**src/rtl/jk_cmd_gen_pkg.sv**
```systemverilog
// Shared encodings for the JK bank command generator: per-bit excitation
// codes ({j,k} bit order), request modes and controller states.
package jk_cmd_gen_pkg;

  // Per-bit excitation codes, bit order {j,k}
  typedef enum logic [1:0] {
    JK_HOLD   = 2'b00,
    JK_RESET  = 2'b01,
    JK_SET    = 2'b10,
    JK_TOGGLE = 2'b11
  } jk_code_e;

  // Request modes carried on tgt_mode
  typedef enum logic [1:0] {
    MODE_LOAD_EXPL = 2'b00,
    MODE_LOAD_TGL  = 2'b01,
    MODE_COUNT     = 2'b10,
    MODE_CLEAR     = 2'b11
  } mode_e;

  // Controller states
  typedef enum logic [1:0] {
    ST_IDLE  = 2'b00,
    ST_APPLY = 2'b01,
    ST_CHECK = 2'b10
  } state_e;

  // Excitation for one flip-flop moving from c to n. Explicit mode always
  // drives SET/RESET; otherwise only differing bits toggle.
  function automatic logic [1:0] jk_bit_code(input logic c, input logic n, input logic f);
    logic [1:0] code;
    if (f) begin
      code = n ? JK_SET : JK_RESET;
    end else begin
      code = (c ^ n) ? JK_TOGGLE : JK_HOLD;
    end
    return code;
  endfunction

endpackage

```
**src/rtl/jk_cmd_gen_excite.sv**
```systemverilog
// Combinational excitation encoder: turns a current/next bank value pair
// into per-bit {j,k} codes, either minimal (HOLD/TOGGLE) or explicit
// (SET/RESET on every bit).
module jk_excite
  import jk_cmd_gen_pkg::*;
#(
  parameter int WIDTH = 4
) (
  input  logic [WIDTH-1:0] cur,
  input  logic [WIDTH-1:0] nxt,
  input  logic             force_explicit,
  output logic [WIDTH-1:0] j,
  output logic [WIDTH-1:0] k
);

  // Per-bit code selection from the current/next value of each flip-flop
  always_comb begin
    j = '0;
    k = '0;
    for (int i = 0; i < WIDTH; i++) begin
      {j[i], k[i]} = jk_bit_code(cur[i], nxt[i], force_explicit);
    end
  end

endmodule

```
**src/rtl/jk_cmd_gen.sv**
```systemverilog
// Command generator for a bank of JK flip-flops. Accepts one request at a
// time, drives registered {j,k} commands, keeps a shadow of the expected
// bank value and compares it against the bank outputs after each request.
module jk_cmd_gen
  import jk_cmd_gen_pkg::*;
#(
  parameter int WIDTH    = 4,
  parameter bit CHECK_EN = 1'b1
) (
  input  logic             clk,
  input  logic             rst,
  input  logic             tgt_valid,
  output logic             tgt_ready,
  input  logic [1:0]       tgt_mode,
  input  logic [WIDTH-1:0] tgt_data,
  output logic [WIDTH-1:0] j,
  output logic [WIDTH-1:0] k,
  input  logic [WIDTH-1:0] q_fb,
  output logic [WIDTH-1:0] exp_q,
  output logic             done,
  output logic             err
);

  localparam logic [WIDTH-1:0] ONE = {{(WIDTH-1){1'b0}}, 1'b1};

  state_e           state;
  state_e           state_nxt;
  mode_e            mode;
  logic [WIDTH-1:0] cnt;
  logic [WIDTH-1:0] cnt_nxt;
  logic [WIDTH-1:0] exp_nxt;
  logic [WIDTH-1:0] j_nxt;
  logic [WIDTH-1:0] k_nxt;
  logic             done_nxt;
  logic             err_nxt;
  logic [WIDTH-1:0] exc_nxt;
  logic             exc_force;
  logic [WIDTH-1:0] exc_j;
  logic [WIDTH-1:0] exc_k;

  assign mode      = mode_e'(tgt_mode);
  assign tgt_ready = (state == ST_IDLE);

  // Choose the target value of the next command: the request operand at
  // accept, otherwise the next count step from the shadow value
  always_comb begin
    exc_nxt   = exp_q + ONE;
    exc_force = 1'b0;
    if (state == ST_IDLE) begin
      case (mode)
        MODE_LOAD_EXPL: begin
          exc_nxt   = tgt_data;
          exc_force = 1'b1;
        end
        MODE_LOAD_TGL: begin
          exc_nxt   = tgt_data;
          exc_force = 1'b0;
        end
        MODE_CLEAR: begin
          exc_nxt   = '0;
          exc_force = 1'b1;
        end
        default: begin
          exc_nxt   = exp_q + ONE;
          exc_force = 1'b0;
        end
      endcase
    end else begin
      exc_nxt   = exp_q + ONE;
      exc_force = 1'b0;
    end
  end

  jk_excite #(.WIDTH(WIDTH)) u_excite (
    .cur            (exp_q),
    .nxt            (exc_nxt),
    .force_explicit (exc_force),
    .j              (exc_j),
    .k              (exc_k)
  );

  // Next-state and next-output logic; commands are HOLD unless issued here
  always_comb begin
    state_nxt = state;
    cnt_nxt   = cnt;
    exp_nxt   = exp_q;
    j_nxt     = '0;
    k_nxt     = '0;
    done_nxt  = 1'b0;
    err_nxt   = err;
    case (state)
      ST_IDLE: begin
        if (tgt_valid) begin
          if ((mode == MODE_COUNT) && (tgt_data == '0)) begin
            state_nxt = ST_CHECK;
          end else begin
            state_nxt = ST_APPLY;
            j_nxt     = exc_j;
            k_nxt     = exc_k;
            exp_nxt   = exc_nxt;
          end
          cnt_nxt = (mode == MODE_COUNT) ? (tgt_data - ONE) : '0;
        end else begin
          state_nxt = ST_IDLE;
        end
      end
      ST_APPLY: begin
        if (cnt == '0) begin
          state_nxt = ST_CHECK;
        end else begin
          j_nxt   = exc_j;
          k_nxt   = exc_k;
          exp_nxt = exc_nxt;
          cnt_nxt = cnt - ONE;
        end
      end
      ST_CHECK: begin
        state_nxt = ST_IDLE;
        done_nxt  = 1'b1;
        if (CHECK_EN && (q_fb != exp_q)) begin
          err_nxt = 1'b1;
          exp_nxt = q_fb;
        end else begin
          err_nxt = err;
        end
      end
      default: begin
        state_nxt = ST_IDLE;
      end
    endcase
  end

  // State register
  always_ff @(posedge clk) begin
    if (rst) begin
      state <= ST_IDLE;
    end else begin
      state <= state_nxt;
    end
  end

  // Registered commands, shadow value, step counter and status flags
  always_ff @(posedge clk) begin
    if (rst) begin
      cnt   <= '0;
      exp_q <= '0;
      j     <= '0;
      k     <= '0;
      done  <= 1'b0;
      err   <= 1'b0;
    end else begin
      cnt   <= cnt_nxt;
      exp_q <= exp_nxt;
      j     <= j_nxt;
      k     <= k_nxt;
      done  <= done_nxt;
      err   <= err_nxt;
    end
  end

endmodule
```
**config.mk**
```make
export PLATFORM = sky130hd
export DESIGN_NAME = jk_cmd_gen
export DESIGN_NICKNAME = d
export VERILOG_FILES = /design/src/rtl/jk_cmd_gen_pkg.sv /design/src/rtl/jk_cmd_gen_excite.sv /design/src/rtl/jk_cmd_gen.sv
export SDC_FILE = /design/constraint.sdc
export NUM_CORES = 1
export LEC_CHECK = 0
export CORE_MARGIN = 2
export CORE_UTILIZATION = 46
export DETAILED_ROUTE_END_ITERATION = 10
export PLACE_DENSITY = 0.87
export SLEW_MARGIN = 0
export SYNTH_ARGS = -nofsm -noshare
export SYNTH_HDL_FRONTEND = slang
export SYNTH_SLANG_ARGS = --single-unit
```
**constraint.sdc**
```tcl
create_clock -name clk -period 1.8 [get_ports clk]
set_clock_uncertainty 0.1 [all_clocks]
set_input_delay 0.27 -clock clk [delete_from_list [all_inputs] [get_ports clk]]
set_output_delay 0.27 -clock clk [all_outputs]
set_load 0.1 [all_outputs]
```
======== Word level (Yosys, flattened, before mapping) ========
Index checks and enable logic that the tools add are counted.
storage, ports and cells
  output and inout port bits .............. 15
  logic and storage cells ................. 75
  input port bits ......................... 13
  register bits after elaboration ......... 20
cells by class
  muxes and demuxes ....................... 38
  reductions and logical operators ........ 12
  bitwise logic cells ..................... 4
  equal/unequal tests ..................... 11
  $add $sub $neg .......................... 3
operator list
  kind                 count
  $mux 4               14
  $pmux 4 s2           4
  $mux 2               15
  $pmux 4 s3           1
  $ne 2x2->1 const B   5
  $logic_not 4->1      2
  $sub 4x1->4 const B  2
  $eq 2x2->1 const B   3
  $reduce_and 5->1     1
  $add 4x1->4 const B  1
  $eq 2x1->1 const B   2
  $logic_not 2->1      2
  $ne 4x4->1           1
  $pmux 2 s2           1
  $reduce_or 2->1      2
  $xor 1x1->1          4
  $mux 1               3
  $reduce_and 3->1     1
  $reduce_bool 3->1    1
  $reduce_and 2->1     1
  $reduce_bool 2->1    1
  $logic_and 1x1->1    1

======== Depth between registers and ports, before layout ========
  depth in word-level cells ............... 10
  depth in mapped cells ................... 7
  mapped depth without buffers ............ 6

======== By module ========
Synthesis repeated with hierarchy kept, for this count alone.
second synthesis, totals
  cells, all modules ...................... 146
  area total of the unflattened synthesis .. 1272.5 um^2
modules (own cells, without submodules)
  module      area an instance (um^2)  cells each  times used  seq. area each (um^2)
  jk_cmd_gen  1162.4                   130         1           400.4
  jk_excite   110.1                    16          1           0.0

======== Worst setup path after synthesis ========
Ideal clock, no wire load.
  path kind ............................... flip-flop to flip-flop
  start point ............................. register state[0]
  end point ............................... register exp_q[0]
  stages on the path, launching flop included .. 6
  path buffers ............................ 1
  arrival ................................. 2.178 ns
  slack ................................... -0.548 ns
  required time ........................... 1.630 ns
  cell sequence ........................... dfxtp_1 > buf_4 > nor2_2 > a32oi_1 > a221o_1 > a21oi_1
on the way
  longest elaborated chain between the ends .. 5
  elaborated cells on any way between the ends .. 14
  classes of those cells .................. eq/ne (6); mux (5); reduce/logical (3)
ends and longest elaborated chain
  what                      RTL line           RTL
  start: declaration        jk_cmd_gen.sv:26   state_e state;
  start signal: assignment  jk_cmd_gen.sv:138  state <= state_nxt;
  $logic_not 2->1 (*)       n/a
  net tgt_ready             jk_cmd_gen.sv:13   output logic tgt_ready,
  $mux 4                    jk_cmd_gen.sv:49   if (state == ST_IDLE) begin
  $mux 4                    jk_cmd_gen.sv:94   if ((mode == MODE_COUNT) && (tgt_data == '0)) begin
  $mux 4                    jk_cmd_gen.sv:93   if (tgt_valid) begin
  $pmux 4 s3                jk_cmd_gen.sv:91   case (state)
  end signal: assignment    jk_cmd_gen.sv:153  exp_q <= exp_nxt;
  end: declaration          jk_cmd_gen.sv:19   output logic [WIDTH-1:0] exp_q,
Mark *: on every way through the listed nets, which the timed path passes. The rest lies on a longest branch. The select of a mux whose other input is x is not followed.
A chain may end at the register's enable or synchronous reset.

======== Final worst setup path ========
  start point ............................. input tgt_data[2]
  end point ............................... register exp_q[2]
on the way
  longest elaborated chain between the ends .. 5
  elaborated cells on any way between the ends .. 10
  classes of those cells .................. eq/ne (1); mux (6); reduce/logical (3)
ends and longest elaborated chain
  what                RTL line          RTL
  start: declaration  jk_cmd_gen.sv:15  input logic [WIDTH-1:0] tgt_data,
  $pmux 4 s2          jk_cmd_gen.sv:50  case (mode)
  $mux 4              jk_cmd_gen.sv:49
  $mux 4              jk_cmd_gen.sv:94
  $mux 4              jk_cmd_gen.sv:93
  $pmux 4 s3          jk_cmd_gen.sv:91
Several ways; a longest one is shown, not always the timed one. The select of a mux whose other input is x is not followed.

==> results.ini <==
[floorplanning]
rows=19
placeableCoreArea_um2=2781
io_pins=28
die_area_um2=3419
initial_core_util_pct=49.08
die_h_um=58.48
die_w_um=58.48

[synth]
yosysSeqAreaShare_pct=29.33
synth_seq_cells=20
syn_nets=178
synth.distinct_cells=52
syn_area_per_cell_um2=8.640
syn_inst=158
ys_warn_count=0
syn-cell-area_um2=1365

[routing]
vias_per_cell=5.890
ant_nets=0
dr.pass1.iters=4
totalWireLength_um=3649
drt_iter0_markers=60
drc=0
wl_per_cell_um=14.89
vias=1443

[clock_network]
cts_buffers=3
worst_skew_pair.late_latency_ns=0.31
ctsHoldBuffers=0
clk_path_buf_depth=2
cts_root_buf=clkbuf_4
cts_sinks=20
htree_levels=1
cts_tree=yes
path_clk_slew_ns=0.12

[worst_setup_path]
worstPathRequired_ns=1.92
cp-end-kind=register
cp.arrival_ns=1.90
critPathMaxFanout=5
startpoint_type=input port
critPathKind=in -> reg

[layout]
diodes=0
layout-area-overhead-vs-synth_pct=61.14
regArea_um2=417.9
layout.nets=235
n_fill_cell=191
fin_cells=245
final_common_cell=buf_4
drive_gt1_share_pct=42.52
multiInputGateArea_um2=963.4
final_cell_area_um2=2200
layout_common_cells=34 x buf_4, 17 x nor2_1, 15 x buf_12

[run]
drv_cap=0

[placement]
placed_area_um2=2012
io_buffers=27
finalWeightedCongestion=0.8700
place_inst=237
dpl.hpwl_um=2631

[timing]
drv_slew=0
hold_violations=0
worst_pin_slew_ns=0.4032
max_freq_mhz=562.9
setup_viol=0
fin_crit_ns=1.776
timing.final.crit_share_pct=98.69
relSlewSlack_pct=73.03
tns_ns=0

[grt]
grt_use_total_pct=22.54
grt_first_pass_wirelength_um=6016
grt_max_degree=13
grt_antenna_before_repair=0
gr-total-overflow=0
grt_pass1_vias=1370

[power]
pwr-share-seq_pct=27.7
power.share.clock_pct=17.0
p_sw_mw=0.9348
p_comb_share_pct=55.2
peakVddDrop_uv=846.9
leakagePower_nw=0.9446
finalPower_mw=2.194
switching_share_pct=42.62
power.internal_mw=1.259
powerDensity_nw_per_um2=997.3

[hold_path]
hold_path.class=in -> reg

[status]
status=completed

-- worst max-delay path, stage by stage --
cell and delay (ns):
clkdlybuf4s50_1 0.44, nand4bb_1 0.31, buf_4 0.23, a32oi_4 0.28, nand2_2 0.10, a311oi_1 0.26
-- sequential cells by signal, summed over array words and instances, names as in the netlist --
register and count:
cnt 4, exp_q 4, j 4, k 4, state 2, done 1, err 1
-- per-stage QoR --
| stage | hold WS (ns) | utilization, % | setup slack, ns |
|---|---|---|---|
| 2_1_floorplan | 0.3240 | - | -0.06058 |
| 3_3_place_gp | 0.3814 | 72.33 | -0.3996 |
| 3_5_place_dp | 0.3890 | 72.33 | -0.4598 |
| 4_1_cts | 0.4059 | 77.19 | 0.0000004441 |
| 5_1_grt | 0.4127 | 79.08 | -0.03380 |
| 6_report | 0.3639 | 79.08 | 0.02357 |
-- cells in the mapped netlist, drive strengths merged --
master	count	area share [%]
and2b	1	0.55
o41ai	2	2.7
nand4bb	1	0.82
a211oi	3	1.6
and3	1	0.46
o22ai	1	0.46
ha	7	6.4
a221oi	2	1.3
a31oi	1	0.46
nor3b	1	0.55
xor2	8	5.1
a21oi	8	2.9
nor2	19	5.4
o22a	1	0.64
a22oi	1	0.55
a31o	1	0.64
and4	1	0.64
a32oi	1	0.64
a221o	2	1.5
xnor2	3	1.9
nand2b	2	0.92
clkbuf	3	0.92
dfxtp	20	29
inv	10	2.8
mux2	1	0.82
o211a	1	0.73
o21ai	8	2.9
nand3	4	1.5
mux2i	3	3.1
o21a	1	0.55
nand2	8	2.2
or3	3	1.4
and4bb	1	1.2
a32o	1	0.73
nor4	2	1.4
a21o	1	0.55
buf	7	4.3
nor2b	2	1.5
a311oi	2	1.3
nor3	11	5.2
o41a	1	0.82
or3b	1	0.64
-- power groups by stage --
stage                     combinational [mW]  clock (mW)  sequential [mW]
after global routing                    1.28       0.395            0.618
final                                   1.21       0.374            0.609
after CTS                               1.16       0.374            0.605
after detailed placement                1.10           0            0.612
after floorplan                        0.483           0            0.853
after global placement                  1.07           0            0.606
-- cells by family (layout without fill, tap and decap cells) --
kind of cell | count (synthesis) | after routing | synth area share (%)
AOI/OAI and AO/OA | 38 | 38 | 20.99
xor gates and xnor gates | 11 | 11 | 7.058
adders and majority gates | 7 | 7 | 6.416
buffers and inverters | 20 | 76 | 7.974
DFF | 20 | 20 | 29.33
muxes | 4 | 4 | 3.941
and+or+nand+nor | 58 | 58 | 24.29
-- path summary, 6_finish.rpt --
path                                          start                    end  slack (ns)  depth (start not counted)
worst max register to register  cnt[1]$_SDFFE_PP0P_  exp_q[2]$_SDFFE_PP0P_        0.04                          6
worst min register to register  cnt[3]$_SDFFE_PP0P_    cnt[3]$_SDFFE_PP0P_        0.42                          2
worst max-delay path                    tgt_data[2]  exp_q[2]$_SDFFE_PP0P_        0.02                          6
worst min-delay path                    tgt_data[0]    cnt[0]$_SDFFE_PP0P_        0.36                          5
-- per-layer routing --
metal  wire [µm]  GRT usage [%]  up-vias
met5           0              0        -
met4         101          8.638        0
met3         161          2.637       11
met2        1968          42.38       52
met1        1417          25.68      696
li1            -              -      684
-- cell type report --
type / instances / area share (%)
Tap cell: 31 / 1.763
Clock buffer: 3 / 1.024
Sequential cell: 20 / 19.00
Clock inverter: 1 / 1.365
Inverter: 10 / 1.706
Multi-Input combinational cell: 118 / 43.80
Timing Repair Buffer: 62 / 31.34
-- timing repair --
| action | CTS | global route |
|---|---|---|
| setup endpoints to repair | 13 | 12 |
| resized for setup | 15 | 16 |
| pin swaps | 5 | 10 |
| setup buffers | 3 | 1 |
(Power assumes the default switching activity.)
